$ cat config.mk
export PLATFORM = sky130hd
export DESIGN_NAME = da_result_fifo
export DESIGN_NICKNAME = d
export VERILOG_FILES = /design/src/rtl/da_pkg.sv /design/src/rtl/da_result_mem.sv /design/src/rtl/da_result_fifo.sv
export SDC_FILE = /design/constraint.sdc
export NUM_CORES = 1
export LEC_CHECK = 0
export CAP_MARGIN = 20
export CORE_AREA = 2 2 151 153
export DETAILED_ROUTE_END_ITERATION = 10
export DIE_AREA = 0 0 153 155
export PLACE_DENSITY_LB_ADDON = 0.15
export RECOVER_POWER = 100
export SYNTH_ARGS = -nofsm -noshare
export SYNTH_HDL_FRONTEND = slang
export SYNTH_SLANG_ARGS = --single-unit
$ cat constraint.sdc
create_clock -name clk -period 8 [get_ports clk]
set_input_delay 1.6 -clock clk [delete_from_list [all_inputs] [get_ports clk]]
set_output_delay 1.6 -clock clk [all_outputs]
set_load 0.03 [all_outputs]
$ cat src/rtl/da_pkg.sv
// Shared constants and types for the distributed-arithmetic FIR output path.
package da_pkg;

  localparam int WORD_WIDTH      = 16;
  localparam int DA_RESULT_DEPTH = 8;

  typedef logic signed [WORD_WIDTH-1:0] da_sample_t;

endpackage : da_pkg

$ cat src/rtl/da_result_mem.sv
// DEPTH x WORD_WIDTH register array: one write port, one registered read port
// with write-through so a word written to the address being read appears next cycle.
module da_result_mem #(
  parameter int WORD_WIDTH = da_pkg::WORD_WIDTH,
  parameter int DEPTH      = da_pkg::DA_RESULT_DEPTH,
  parameter int AW         = $clog2(DEPTH)
) (
  input  logic                  clk,
  input  logic                  rst,
  input  logic                  we,
  input  logic [AW-1:0]         waddr,
  input  logic [WORD_WIDTH-1:0] wdata,
  input  logic                  re,
  input  logic [AW-1:0]         raddr,
  output logic [WORD_WIDTH-1:0] rdata
);

  logic [WORD_WIDTH-1:0] mem_q [DEPTH];
  logic [WORD_WIDTH-1:0] rdata_q;

  // NOTE: storage has no reset; only entries behind the write pointer are ever read.
  always_ff @(posedge clk) begin
    if (we) begin
      mem_q[waddr] <= wdata;
    end
  end

  always_ff @(posedge clk or negedge rst) begin
    if (!rst) begin
      rdata_q <= '0;
    end else if (re) begin
      rdata_q <= (we && (waddr == raddr)) ? wdata : mem_q[raddr];
    end
  end

  assign rdata = rdata_q;

endmodule : da_result_mem

$ cat src/rtl/da_result_fifo.sv
// Show-ahead capture FIFO behind the DA FIR: one push per rising edge of in_ts,
// valid/ready output, sticky overflow. DA_RESULT_DROPCNT_EN adds a saturating drop_cnt.
module da_result_fifo #(
  parameter int WORD_WIDTH = da_pkg::WORD_WIDTH,
  parameter int DEPTH      = da_pkg::DA_RESULT_DEPTH
) (
  input  logic                       clk,
  input  logic                       rst,
  input  logic                       flush,
  input  logic                       in_ts,
  input  logic [WORD_WIDTH-1:0]      in_y,
  output logic                       m_valid,
  input  logic                       m_ready,
  output logic [WORD_WIDTH-1:0]      m_data,
  output logic [$clog2(DEPTH):0]     level,
  output logic                       overflow
`ifdef DA_RESULT_DROPCNT_EN
  ,
  output logic [7:0]                 drop_cnt
`endif
);

  localparam int AW = $clog2(DEPTH);
  localparam int LW = AW + 1;
  localparam logic [LW-1:0] FULL_LEVEL = LW'(DEPTH);

  logic          ts_q;
  logic [AW-1:0] wr_ptr_q, wr_ptr_d;
  logic [AW-1:0] rd_ptr_q, rd_ptr_d;
  logic [LW-1:0] level_q, level_d;
  logic          overflow_q, overflow_d;
  logic          push_req, push, pop, drop, full, rd_en;

  assign m_valid  = (level_q != '0);
  assign full     = (level_q == FULL_LEVEL);
  assign push_req = in_ts & ~ts_q & ~flush;
  assign pop      = m_valid & m_ready & ~flush;
  assign push     = push_req & (~full | pop);
  assign drop     = push_req & full & ~pop;

  // NOTE: every always_comb output starts from its hold value so no latch is inferred.
  always_comb begin
    wr_ptr_d   = wr_ptr_q;
    rd_ptr_d   = rd_ptr_q;
    level_d    = level_q;
    overflow_d = overflow_q;
    if (flush) begin
      wr_ptr_d   = '0;
      rd_ptr_d   = '0;
      level_d    = '0;
      overflow_d = 1'b0;
    end else begin
      if (push) wr_ptr_d = wr_ptr_q + AW'(1);
      if (pop)  rd_ptr_d = rd_ptr_q + AW'(1);
      case ({push, pop})
        2'b10:   level_d = level_q + LW'(1);
        2'b01:   level_d = level_q - LW'(1);
        default: level_d = level_q;
      endcase
      if (drop) overflow_d = 1'b1;
    end
  end

  // Read register tracks the next head; it holds while the FIFO is going empty.
  assign rd_en = (level_d != '0);

  // NOTE: sequential state uses non-blocking assignments only.
  always_ff @(posedge clk or negedge rst) begin
    if (!rst) begin
      ts_q       <= 1'b0;
      wr_ptr_q   <= '0;
      rd_ptr_q   <= '0;
      level_q    <= '0;
      overflow_q <= 1'b0;
    end else begin
      ts_q       <= in_ts;
      wr_ptr_q   <= wr_ptr_d;
      rd_ptr_q   <= rd_ptr_d;
      level_q    <= level_d;
      overflow_q <= overflow_d;
    end
  end

  assign level    = level_q;
  assign overflow = overflow_q;

`ifdef DA_RESULT_DROPCNT_EN
  logic [7:0] drop_cnt_q, drop_cnt_d;

  always_comb begin
    drop_cnt_d = drop_cnt_q;
    if (flush) begin
      drop_cnt_d = '0;
    end else if (drop && (drop_cnt_q != 8'hFF)) begin
      drop_cnt_d = drop_cnt_q + 8'd1;
    end
  end

  always_ff @(posedge clk or negedge rst) begin
    if (!rst) begin
      drop_cnt_q <= '0;
    end else begin
      drop_cnt_q <= drop_cnt_d;
    end
  end

  assign drop_cnt = drop_cnt_q;
`endif

  da_result_mem #(
    .WORD_WIDTH (WORD_WIDTH),
    .DEPTH      (DEPTH),
    .AW         (AW)
  ) u_mem (
    .clk   (clk),
    .rst   (rst),
    .we    (push),
    .waddr (wr_ptr_q),
    .wdata (in_y),
    .re    (rd_en),
    .raddr (rd_ptr_d),
    .rdata (m_data)
  );

endmodule : da_result_fifo

### Yosys cells after proc, flatten, opt, wreduce, memory -nomap -nowiden

Memory sizes are Yosys's and may differ from the RTL's. A register that Yosys moved wholly into a read port is not among the register bits.
Index checks and enable logic that the tools add are counted.

| operators by class | value |
|---|---|
| add/subtract/negate cells | 4 |
| equality and inequality tests | 3 |
| multiplexer cells | 10 |
| bitwise gates (word level) | 12 |
| reductions and logical operators | 5 |

Operators by type and width:

| operator | count |
|---|---|
| $mux 3 | 4 |
| $pmux 4 s2 | 1 |
| $reduce_bool 4->1 | 2 |
| $and 1x1->1 | 7 |
| $add 3x1->3 const B | 2 |
| $add 4x1->4 const B | 1 |
| $eq 4x4->1 const B | 1 |
| $mux 1 | 4 |
| $mux 4 | 1 |
| $not 1->1 | 4 |
| $reduce_bool 2->1 | 2 |
| $sub 4x1->4 const B | 1 |
| $eq 2x1->1 const B | 1 |
| $eq 2x2->1 const B | 1 |
| $logic_not 1->1 | 1 |
| $or 1x1->1 | 1 |

| word-level totals | value |
|---|---|
| register bits | 12 |
| bits in writable memories | 128 |
| bits of input ports | 21 |
| output and inout port bits | 22 |
| logic and storage cells | 40 |
| memories kept | 1 |

Memory list:

| name | depth | width | read ports | clocked after Yosys merged registers in | write ports | RTL line | RTL |
|---|---|---|---|---|---|---|---|
| u_mem.mem_q | 8 | 16 | 1 | 1 | 1 | da_result_mem.sv:18 | `logic [WORD_WIDTH-1:0] mem_q [DEPTH];` |

### Logic depth before layout (Yosys ltp)

| depth | value |
|---|---|
| word-level depth | 9 |
| depth in mapped cells | 14 |
| mapped depth without buffers | 10 |

### By module

A second synthesis with hierarchy kept.

| second synthesis, totals | value |
|---|---|
| cell total of the unflattened synthesis | 345 |
| area, all modules | 6,367.4 µm² |

By module, submodules not included:

| module | times used | cells each | area each (µm²) | sequential area each (µm²) |
|---|---|---|---|---|
| da_result_mem | 1 | 271 | 5,621.6 | 4,244.1 |
| da_result_fifo | 1 | 74 | 745.7 | 300.3 |

### Least setup slack after synthesis

No wires, ideal clock.

| timing | value |
|---|---|
| path kind | in2reg |
| start | input flush |
| end | register u_mem.rdata_q[7] (netlist: u_mem.rdata[7]), read port of u_mem.mem_q |
| setup time | 125 ps |
| arrival | 4,001 ps |
| required time | 7,875 ps |
| path slack | 3,873 ps |
| cell stages on the path | 11 |
| buffers on the path | 3 |
| cell sequence | clkbuf_1 clkbuf_1 nor3_1 xor2_1 ha_1 nor4_1 a31oi_1 mux2_4 or3_4 buf_6 mux2_4 |

| on the way | value |
|---|---|
| cells in the longest elaborated chain, start to end | 8 |
| elaborated cells between the ends (all ways) | 12 |
| those cells by class | eq/ne (2); mux (4); bitwise (5); reduce/logical (1) |

RTL lines:

| element | RTL line | RTL |
|---|---|---|
| from (decl) | da_result_fifo.sv:9 | `input logic flush,` |
| $not 1->1 | da_result_fifo.sv:36, da_result_fifo.sv:37 |  |
| $and 1x1->1 | da_result_fifo.sv:37 | `assign pop = m_valid & m_ready & ~flush;` |
| $or 1x1->1 | da_result_fifo.sv:38 | `assign push = push_req & (~full \| pop);` |
| $and 1x1->1 | da_result_fifo.sv:38 |  |
| $eq 2x1->1 or $eq 2x2->1 (tied branches) | da_result_fifo.sv:55 | `case ({push, pop})` |
| $pmux 4 s2 | da_result_fifo.sv:55 |  |
| $mux 4 * | da_result_fifo.sv:47 | `if (flush) begin` |
| named net level_d[2] | da_result_fifo.sv:30 | `logic [LW-1:0] level_q, level_d;` |
| $reduce_bool 4->1 * | da_result_fifo.sv:65 | `assign rd_en = (level_d != '0);` |
| to (decl) | da_result_mem.sv:19 | `logic [WORD_WIDTH-1:0] rdata_q;` |

Mark *: on every way through the listed nets, which the timed path passes. The rest lies on a longest branch.
A chain may end at the register's enable or synchronous reset.

### Worst setup path in the final report

| timing | value |
|---|---|
| start | input m_ready |
| end | register u_mem.rdata_q[8] (netlist: u_mem.rdata[8]), read port of u_mem.mem_q |

| on the way | value |
|---|---|
| cells in the longest elaborated chain, start to end | 8 |
| elaborated cells between the ends (all ways) | 11 |
| those cells by class | eq/ne (2); mux (4); bitwise (4); reduce/logical (1) |

RTL lines:

| element | RTL line | RTL |
|---|---|---|
| from (decl) | da_result_fifo.sv:13 | `input logic m_ready,` |
| $and 1x1->1 * (2 in series) | da_result_fifo.sv:37 |  |
| $or 1x1->1 | da_result_fifo.sv:38 |  |
| $and 1x1->1 | da_result_fifo.sv:38 |  |
| $eq 2x1->1 or $eq 2x2->1 (tied branches) | da_result_fifo.sv:55 |  |
| $pmux 4 s2 | da_result_fifo.sv:55 |  |
| $mux 4 | da_result_fifo.sv:47 |  |
| $reduce_bool 4->1 | da_result_fifo.sv:65 |  |

Every way passes the cells marked *; elsewhere a longest branch is shown, timed or not.

==> impl_metrics.csv <==
group,metric,value,unit
run_status,status,"finished with violations",
run_status,violations,"max-capacitance violations, max-slew violations",
layout,regArea,4540,um^2
yosys,synthesis.area,6970,um^2
worst_hold_path,hold_path_class,"flop to flop",
yosys,syn_area_per_cell,13.9,um^2
cts,path_clk_slew,0.06,ns
worst_setup_path,crit_required,8.34,ns
die,fp-row-count,55,
layout,syn2layout_area_growth,18.5,%
drt,wl_per_cell,23.3,um
placement,gp_congestion,0.787,
yosys,yosysTopAreaCell,"edfxtp_1",
die,ios,43,
timing,hold-worst-slack,0.518,ns
timing,min_period,5.18,ns
worst_setup_path,worstPathArrival,5.52,ns
worst_setup_path,critical-path-slowest-cell,"and2_0",
yosys,async_reset_ff_frac,0.179,
drt,viasPerCell,5.51,
drt,drt-total-wl,19400,um
yosys,ys_ff_latch,156,
timing,worstMarginPinSlew,2.07,ns
yosys,synth_ff_type,"edfxtp_1",
timing,clock_skew,0.00654,ns
worst_setup_path,path_buf_inv,2,
worst_setup_path,critical_path_class,"input pin to flop",
cts,root_buffer,"clkbuf_16",
yosys,synth_edf_count,128,
die,die_height,155,um
power,comb_power_share,0.324,
timing,hold_viol_final,0,
placement,place_hpwl,10500,um
global_routing,antenna_found_initial,0,
layout,multi_input_area,2150,um^2
power,switching_share,0.346,
die,die_area,23700,um^2
timing,tns,0,ns
drt,drtAntennaViolNets,0,
global_routing,first_global_vias,4792,
cts,cts_resized,0,
cts,cts_setup_buffers,0,
yosys,synth_top_area_share,0.552,
timing,fmaxAchievable,0.193,GHz
power,power.switching,0.970,mW
layout,final_nets,558,
yosys,synth_cell_types,51,
cts,tritoncts,"built",
global_routing,grt_pass1_wl,29600,um
layout,drive_gt1_frac,0.0914,
cts,clockBufferDepth,2,
global_routing,grt_max_degree,53,
yosys,synth-seq-area-share,0.652,
drt,dr.pass1.iters,5,
worst_setup_path,crit_chain,"dlygate4sd3_1 -> o41a_1 -> nand3b_1 -> and2_0 -> inv_1 -> a2111oi_0 -> o31ai_1 -> mux2i_1",
drt,drt_iter0_drc,437,
drt,drc,0,
worst_setup_path,max_stage_delay,1.07,ns
power,powerDensity,340,nW/um^2
power,internal-power,1.83,mW
cts,clock_latency,0.43,ns
timing,slew_headroom,-0.379,
timing,setup_viol,0,
global_routing,grt_overflow,0,
yosys,synth_most_common_cell,"edfxtp_1",
worst_setup_path,cp-end-kind,"flop",
die,fp.dieW,153,um
placement,io_buffers,42,
global_routing,grtUsageTotal,0.168,
yosys,synth_area_leaders,"edfxtp_1, dfrtp_1, mux2i_1",
power,seq_power_share,0.358,
yosys,synthCells,501,
cts,htreeDepth,4,
power,irDropWorstVdd,0.000167,V
worst_setup_path,path_delay_family,"buffers and inverters",
power,pwr-share-clk,0.318,
drt,num_vias,4583,
yosys,ys_warn_count,0,
power,p_leak,2.84,nW
cts,cts-hold-fix-buffers,0,
cts,numCtsBuffers,17,
timing,rsz0062_at_grt,"no",
cts,cts.sinks,156,
layout,antenna_cells,0,
worst_setup_path,start_kind,"input pin",
yosys,syn_nets,525,
timing,slew_violations,29,
timing,period_share,0.648,
die,initial_core_util,0.313,
run,maxCapViolCount,1,
yosys,synth_top_cells_by_count,"edfxtp_1, mux2i_1, a21oi_1",
worst_setup_path,cp_max_fo,18,
die,core-area,22200,um^2
layout,fillCellCount,2113,
-- final cells by class --
cell class / instances / area share
Clock inverter: 13 / 0.0258
Inverter: 20 / 0.00909
Multi-Input combinational cell: 282 / 0.260
Clock buffer: 19 / 0.0524
Timing Repair Buffer: 57 / 0.0595
Sequential cell: 156 / 0.550
Tap cell: 285 / 0.0432
-- flip-flops by register name (all words and copies together), names as in the netlist --
signal       count
overflow         1
level            4
u_mem.rdata     16
ts_q             1
wr_ptr_q         3
rd_ptr_q         3
u_mem.mem_q    128
-- cell usage in the layout, fill, tap and decap left out, drive strengths merged, types with 5 or more instances in the layout --
cell | synthesis | layout
edfxtp | 128 | 128
mux2i | 46 | 46
dlygate4sd3 | 0 | 40
a21oi | 40 | 40
a211oi | 32 | 32
a2111oi | 30 | 30
dfrtp | 28 | 28
clkbuf | 28 | 28
inv | 20 | 23
nor2 | 18 | 18
or4 | 17 | 17
o31ai | 15 | 15
or3 | 8 | 8
buf | 15 | 8
o21ai | 6 | 6
nor2b | 5 | 5
nand2 | 5 | 5
nand2b | 5 | 5
nand3 | 5 | 5
bufinv | 0 | 5
nor3 | 5 | 5
-- kinds of logic after synthesis --
| family | after synthesis | share of synthesized area |
|---|---|---|
| compound gates | 139 | 0.144 |
| mux | 49 | 0.0720 |
| flops | 156 | 0.652 |
| buf+inv | 63 | 0.0426 |
| simple gates | 84 | 0.0725 |
| fa+ha+maj | 3 | 0.00539 |
| xor+xnor | 7 | 0.0115 |
-- tightest hold or removal path, stage by stage, from the launching register on --
cell and delay [ns]:
dfrtp_1 0.35, a21oi_1 0.04, nor2_1 0.09
-- layer usage --
metal / vias up / GRT usage / wire length [um]
li1: 2070 / - / -
met1: 2384 / 0.218 / 8620
met2: 111 / 0.286 / 9750
met3: 18 / 0.0331 / 765
met4: 0 / 0.0494 / 223
met5: - / 0 / 0
-- power by group through the flow --
| stage | registers [mW] | logic [mW] | clock network [mW] |
|---|---|---|---|
| after floorplan | 1.08 | 0.588 | 0 |
| after global placement | 1.02 | 0.918 | 0 |
| after detailed placement | 1.03 | 0.933 | 0 |
| after CTS | 1.01 | 0.937 | 0.906 |
| after global routing | 1.01 | 0.970 | 0.948 |
| final | 1.00 | 0.909 | 0.892 |
-- final timing paths --
kind / start / end / slack [ns] / cells after the start
setup / recovery: m_ready / u_mem.rdata[8] / 2.82 / 8
hold / removal: overflow / overflow / 0.52 / 2
setup reg to reg: level[2] / u_mem.rdata[8] / 3.78 / 7
hold reg to reg: overflow / overflow / 0.52 / 2
max in group asynchronous: rst / u_mem.rdata[14] / 5.05 / 1
min in group asynchronous: rst / wr_ptr_q[0] / 1.77 / 1
-- metrics by stage --
stage | area (um^2) | setup slack, ns | total power [mW] | instances | utilization
after floorplan | 6970 | 3.87 | 1.67 | 501 | -
after global placement | 7650 | 2.93 | 1.94 | 800 | 0.344
after detailed placement | 7650 | 2.77 | 1.96 | 800 | 0.344
after CTS | 8300 | 3.20 | 2.85 | 832 | 0.373
after global routing | 8260 | 2.64 | 2.93 | 832 | 0.372
final | 8260 | 2.82 | 2.80 | 832 | 0.372
No activity file was read; power rests on OpenSTA's default activity.
